## src/rtl/alu_control_pipe.sv

```systemverilog
// rtl/alu_control_pipe.sv - registered RV32I ALU control stage with valid/ready handshake; M-extension sequencing under ALU_CTRL_MDU_EN
module alu_control_pipe #(
  parameter int OP_W       = 5,
  parameter int MUL_CYCLES = 4,
  parameter int DIV_CYCLES = 33
) (
  input  logic            clk,
  input  logic            rst,
  input  logic            flush,
  input  logic            in_valid,
  output logic            in_ready,
  input  logic [1:0]      alu_op,
  input  logic [2:0]      funct3,
  input  logic            funct7_5,
  input  logic            funct7_0,
  output logic            out_valid,
  input  logic            out_ready,
  output logic [OP_W-1:0] op,
  output logic            is_mdu,
  output logic            mdu_busy
);

  // ALU operation codes (low four bits; zero-extended to OP_W)
  localparam logic [3:0] C_AND  = 4'b0000;
  localparam logic [3:0] C_OR   = 4'b0001;
  localparam logic [3:0] C_ADD  = 4'b0010;
  localparam logic [3:0] C_XOR  = 4'b0011;
  localparam logic [3:0] C_SLL  = 4'b0100;
  localparam logic [3:0] C_SRL  = 4'b0101;
  localparam logic [3:0] C_SUB  = 4'b0110;
  localparam logic [3:0] C_SRA  = 4'b0111;
  localparam logic [3:0] C_SLT  = 4'b1000;
  localparam logic [3:0] C_SLTU = 4'b1001;

  // The RUN counter must hold the longer of the two latencies minus one
  localparam int MAX_CYCLES = (MUL_CYCLES > DIV_CYCLES) ? MUL_CYCLES : DIV_CYCLES;
  localparam int CNT_W      = $clog2(MAX_CYCLES + 1);
  localparam logic [CNT_W-1:0] MUL_LOAD = CNT_W'(MUL_CYCLES - 1);
  localparam logic [CNT_W-1:0] DIV_LOAD = CNT_W'(DIV_CYCLES - 1);

  typedef enum logic [1:0] {
    ST_IDLE  = 2'd0,
    ST_VALID = 2'd1,
    ST_RUN   = 2'd2
  } state_t;

  state_t            r_state;
  logic              r_valid;
  logic              r_is_mdu;
  logic              r_busy;
  logic [OP_W-1:0]   r_op;
  logic [CNT_W-1:0]  r_cnt;

  logic [3:0]        w_base;
  logic              w_m_sel;
  logic [4:0]        w_code5;
  logic [OP_W-1:0]   w_dec_op;
  logic [CNT_W-1:0]  w_load_cnt;
  logic              w_accept;

`ifdef ALU_CTRL_MDU_EN
  // M-extension ops are R-type with instr[25] set
  assign w_m_sel = (alu_op == 2'b10) && funct7_0;
`else
  // Without the multiply/divide unit instr[25] carries no meaning here
  assign w_m_sel = 1'b0 & funct7_0;
`endif

  // Decode alu_op/funct bits into the base ALU code
  always_comb begin
    w_base = C_ADD;
    case (alu_op)
      2'b00: w_base = C_ADD;
      2'b01: w_base = C_SUB;
      default: begin
        case (funct3)
          3'b000: w_base = ((alu_op == 2'b10) && funct7_5) ? C_SUB : C_ADD;
          3'b001: w_base = C_SLL;
          3'b010: w_base = C_SLT;
          3'b011: w_base = C_SLTU;
          3'b100: w_base = C_XOR;
          3'b101: w_base = funct7_5 ? C_SRA : C_SRL;
          3'b110: w_base = C_OR;
          default: w_base = C_AND;
        endcase
      end
    endcase
  end

  // M ops carry funct3 verbatim under a leading 1 in bit 4
  assign w_code5    = w_m_sel ? {2'b10, funct3} : {1'b0, w_base};
  assign w_dec_op   = OP_W'(w_code5);
  assign w_load_cnt = funct3[2] ? DIV_LOAD : MUL_LOAD;

  // Ready whenever idle, or when the held op leaves this same cycle
  assign in_ready = (r_state == ST_IDLE) || ((r_state == ST_VALID) && out_ready);
  assign w_accept = in_valid && in_ready;

  // Control FSM: load, hold under back-pressure, count multi-cycle ops, flush
  always_ff @(posedge clk or posedge rst) begin
    if (rst) begin
      r_state  <= ST_IDLE;
      r_valid  <= 1'b0;
      r_is_mdu <= 1'b0;
      r_busy   <= 1'b0;
      r_op     <= '0;
      r_cnt    <= '0;
    end else if (flush) begin
      r_state <= ST_IDLE;
      r_valid <= 1'b0;
      r_busy  <= 1'b0;
      r_cnt   <= '0;
    end else begin
      case (r_state)
        ST_IDLE, ST_VALID: begin
          if (w_accept) begin
            r_op     <= w_dec_op;
            r_is_mdu <= w_m_sel;
            if (w_m_sel) begin
              r_state <= ST_RUN;
              r_valid <= 1'b0;
              r_busy  <= 1'b1;
              r_cnt   <= w_load_cnt;
            end else begin
              r_state <= ST_VALID;
              r_valid <= 1'b1;
              r_busy  <= 1'b0;
            end
          end else if ((r_state == ST_VALID) && out_ready) begin
            r_state <= ST_IDLE;
            r_valid <= 1'b0;
          end
        end
        ST_RUN: begin
          if (r_cnt == '0) begin
            r_state <= ST_VALID;
            r_valid <= 1'b1;
            r_busy  <= 1'b0;
          end else begin
            r_cnt <= r_cnt - CNT_W'(1);
          end
        end
        default: begin
          r_state <= ST_IDLE;
          r_valid <= 1'b0;
          r_busy  <= 1'b0;
          r_cnt   <= '0;
        end
      endcase
    end
  end

  assign out_valid = r_valid;
  assign op        = r_op;
  assign is_mdu    = r_is_mdu;
  assign mdu_busy  = r_busy;

endmodule

```

## config.mk

```make
export PLATFORM = sky130hd
export DESIGN_NAME = alu_control_pipe
export DESIGN_NICKNAME = d
export VERILOG_FILES = /design/src/rtl/alu_control_pipe.sv
export SDC_FILE = /design/constraint.sdc
export NUM_CORES = 1
export LEC_CHECK = 0
export CAP_MARGIN = 25
export CORE_AREA = 10 10 47 49
export CTS_CLUSTER_SIZE = 16
export DETAILED_ROUTE_END_ITERATION = 10
export DIE_AREA = 0 0 57 59
export PLACE_DENSITY_LB_ADDON = 0.05
export REMOVE_ABC_BUFFERS = 1
export SLEW_MARGIN = 40
export SYNTH_ARGS = -nofsm -noshare
export SYNTH_HDL_FRONTEND = slang
export SYNTH_SLANG_ARGS = --single-unit
```

## constraint.sdc

```tcl
create_clock -name clk -period 1.8 [get_ports clk]
set_input_delay 0.36 -clock clk [delete_from_list [all_inputs] [get_ports clk]]
set_output_delay 0.36 -clock clk [all_outputs]
set_load 0.02 [all_outputs]
```

### Word-level counts from Yosys, hierarchy flattened

Cells that the tools add are included.

| storage, ports and cells | value |
|---|---|
| flip-flop bits (word level) | 14 |
| logic and storage cells | 56 |
| output and inout port bits | 9 |
| input port bits | 12 |

| cells by class | value |
|---|---|
| reduce and logical (&&, ||, !) cells | 13 |
| eq/ne operators | 15 |
| add/subtract/negate cells | 1 |
| bitwise logic cells | 1 |
| mux-type cells | 21 |

Operators by type and width:

| operator | count |
|---|---|
| $pmux W4 S7 | 1 |
| $mux W6 | 2 |
| $pmux W6 S2 | 1 |
| $mux W2 | 5 |
| $eq A3 B3 Y1 const B | 3 |
| $ne A3 B3 Y1 const B | 3 |
| $pmux W4 S2 | 1 |
| $mux W1 | 7 |
| $eq A3 B2 Y1 const B | 2 |
| $logic_not A6 Y1 | 1 |
| $reduce_and A2 Y1 | 3 |
| $sub A6 B1 Y6 const B | 1 |
| $eq A2 B1 Y1 const B | 2 |
| $eq A2 B2 Y1 const B | 2 |
| $logic_not A2 Y1 | 2 |
| $ne A4 B4 Y1 const B | 1 |
| $pmux W1 S2 | 2 |
| $pmux W2 S2 | 1 |
| $eq A3 B1 Y1 const B | 1 |
| $logic_and A1 B1 Y1 | 3 |
| $logic_not A3 Y1 | 1 |
| $mux W3 | 1 |
| $reduce_and A3 Y1 | 1 |
| $ne A2 B2 Y1 const B | 1 |
| other kinds (3) | 3 |

### Logic depth before layout (Yosys ltp)

| logic depth | value |
|---|---|
| depth after elaboration | 7 |
| gate-level depth with buffers | 3 |
| gate-level depth less buffers | 3 |

### Worst setup path after synthesis

OpenSTA, ideal clock, no wires.

| timing | value |
|---|---|
| path kind | register to register |
| start point | reg out_valid (netlist name) |
| end point | reg r_op[3], in the netlist op[3] |
| arrival | 1064 ps |
| buffers on the path | 0 |
| library setup time | 125 ps |
| clock period less this slack | 1189 ps |
| data required time | 1675 ps |
| slack | 611 ps |
| stages on the path, launching flop included | 4 |
| path through | dfrtp_1 nand2b_4 and2_4 mux2_4 |

RTL lines:

| what | RTL line | text |
|---|---|---|
| end signal, assigned | 117 | `r_op <= w_dec_op;` |
| end, declared | 51 | `logic [OP_W-1:0] r_op;` |

### Worst setup path in the final report

| timing | value |
|---|---|
| start point | in out_ready |
| end point | out in_ready |

| on the way | value |
|---|---|
| word-level cells in the longest chain between the ends | 2 |

RTL lines:

| what | RTL line | text |
|---|---|---|
| start, declared | 17 | `input logic out_ready,` |
| $logic_and A1 B1 Y1 | 96 | `assign in_ready = (r_state == ST_IDLE) \|\| ((r_state == ST_VALID) && out_ready);` |
| $logic_or A1 B1 Y1 | 96 |  |
| end, declared | 11 | `output logic in_ready,` |

Every way passes these cells.

==> metrics <==
chip height around 59 um; Worst Path Class, Setup in -> out; Comb pwr share 0.313; DR pass1 iterations 2; Die X 57 um; Net Sw Frac 0.276; mapped cell area a little over 300 um2; GRT overflow 0; post-route ant nets 0; slowest stage delay, CP 0.46 ns; CTS tree built; worst-path maximum fanout 2; Flop pwr share 0.353; Syn. warnings 0; GRT Max-Usage Layer met2; htree depth 1; sequential fraction of the synthesis area 0.410; crit path cell chain clkdlybuf4s50_1 > nand2b_4 > dlygate4sd2_1; # setup viols final 0; post-synthesis cell type count 20; Top FF cell, synth dfrtp_1; Final Instance Area between 500 and 600 um2; Min-Delay Path Class in -> async; Hold WS between 0.3 and 0.4 ns; routed vias/inst slightly above 4; Root Buffer Master clkbuf_4; Hold Vio Cnt, Final 0; Num CTS Buffers 3; Tcrit/Tclk final 0.903; I/O pin count 21; nets@finish 65; share of post-route cells with drive strength above 1 0.173; flop and latch count out of synthesis 5; Post-synth EDFFs 0; initial antenna violation count 0; first-pass GRT wire length 1400 um; Worst setup EP type primary output; Post-Layout Cell Count 68; Syn-to-layout area delta 64.8%; Worst EP required ~1.4 ns; All-Layer GR Usage 0.0555; largest net degree at the start of global routing 6; Int Power approximately 0.00028 W; Slew Viols, Final 0; Initial Util 0.218; total of max-cap violations 0; Sink Count 5; clock skew between 0.00015 and 0.0002 ns; met3 Track Usage GR 0.0515; Clock Path Buffers 2; met2 Track Usage GR 0.0775; n_diodes 0; switching pwr about 0.00011 W; outcome completed; worst setup margin about 0.17 ns; GP Congestion between 0.7 and 0.8; CP startpoint kind primary input; Worst Path Arrival 1.27 ns; Die ar. about 3400 um2; Placed Instances 64; Post-DP HPWL 731 um; Total Wirelength between 800 and 900 um; drt drc 0; Syn Area/Cell approximately 9.5 um2; Iteration-0 DRC Markers 6; Clock power frac 0.334; post-CTS setup buffer count 0; maximum vdd drop roughly 0.00021 V; met1 Use GR 0.0502; slowest CP cell clkdlybuf4s50_1; asr flop ratio synth 1.00; area of the core between 1000 and 1500 um2; Port-buffer cells 16; Row Count 14; hold buffers post-CTS 0; RSZ-0062 raised after global routing false; Clock Latency Late Sink approximately 0.23 ns; min Tclk post-route roughly 1.6 ns; Post-Synthesis Cells 32; Static Leak between 0.2 and 0.25 nW; Placed Area between 400 and 500 um2; Pwr per Cell Area roughly 760 nW/um2; average routed wire per standard cell 12.1 um; r2r setup slk between 0.6 and 0.7 ns; dpl ws -0.0900 ns; clk slew on worst S/H paths about 0.040 ns; maximum clock frequency about 0.61 GHz; vias in the first global route approximately 310; via count between 200 and 300
==> sequential cells by signal, summed over array words and instances (netlist names) <==
| signal | cells |
|---|---|
| op | 4 |
| out_valid | 1 |
==> repair_timing <==
item	4_1_cts	5_1_grt
gates resized for setup	1	0
hold endpoints to repair	0	0
setup endpoints to repair	1	0
==> critical path, delay by kind of cell <==
kind                   cells  cell delay, ns
buffers and inverters      2            0.79
AND/OR/NAND/NOR            1            0.12
==> worst paths after layout <==
path,cells past startpoint,endpoint,startpoint
worst max-delay path,3,in_ready,out_ready
worst min-delay path,2,op[3],rst
worst max register to register,4,op[3],out_valid
worst min register to register,1,op[1],op[1]
max in group asynchronous,2,op[0],rst
min in group clk,1,op[1],op[1]
==> power groups by stage <==
stage          clock network, W  logic [W]  registers (W)
3_3_place_gp                  0   0.000120       0.000135
2_1_floorplan                 0  0.0000389       0.000153
4_1_cts                0.000133   0.000121       0.000135
3_5_place_dp                  0   0.000121       0.000136
6_report               0.000127   0.000119       0.000134
5_1_grt                0.000146   0.000128       0.000136
==> through the flow <==
step	TNS (ns)	total power [W]	utilization
floorplan	0	0.000192	-
global route	0	0.000410	0.359
detailed placement	-0.0900	0.000257	0.341
global placement	-0.108	0.000256	0.341
CTS	0	0.000389	0.359
finish	0	0.000380	0.359
==> layout by cell type, fill, tap and decap left out, types with 3 or more instances in the layout <==
master	instances
clkbuf_4	3
dfrtp_1	5
conb_1	3
a21oi_1	3
nand2_1	3
clkdlybuf4s50_1	15
inv_1	3
==> cells by family (layout without fill, tap and decap cells) <==
kind of cell / count (synthesis) / after routing / share of synthesized area
AND/OR/NAND/NOR: 11 / 11 / 0.250
AO/OA/AOI/OAI: 7 / 7 / 0.139
buffers and inverters: 6 / 24 / 0.111
flip-flops: 5 / 5 / 0.410
other: 1 / 3 / 0.0123
XOR/XNOR: 1 / 1 / 0.0287
multiplexers: 1 / 1 / 0.0492
==> routing by layer <==
layer | wire length (um) | share of wire
met1 | 298 | 0.36
met2 | 390 | 0.47
met3 | 132 | 0.16
met4 | 4 | 0.0048
met5 | 0 | 0
==> layout make-up <==
type,count,area (um2)
repair buffers,17,166
flip-flops and latches,5,125
clock buffers,4,26.3
multi-input cells,23,154
fillers,160,898
well taps,16,20.0
inverters,3,11.3
==> synth_stat cells (3+ instances only) <==
master   instances  share of area
dfrtp_1          5           0.41
a21oi_1          3          0.049
buf_4            3          0.074
inv_1            3          0.037
nand2_1          3          0.037
(Power assumes the default switching activity.)
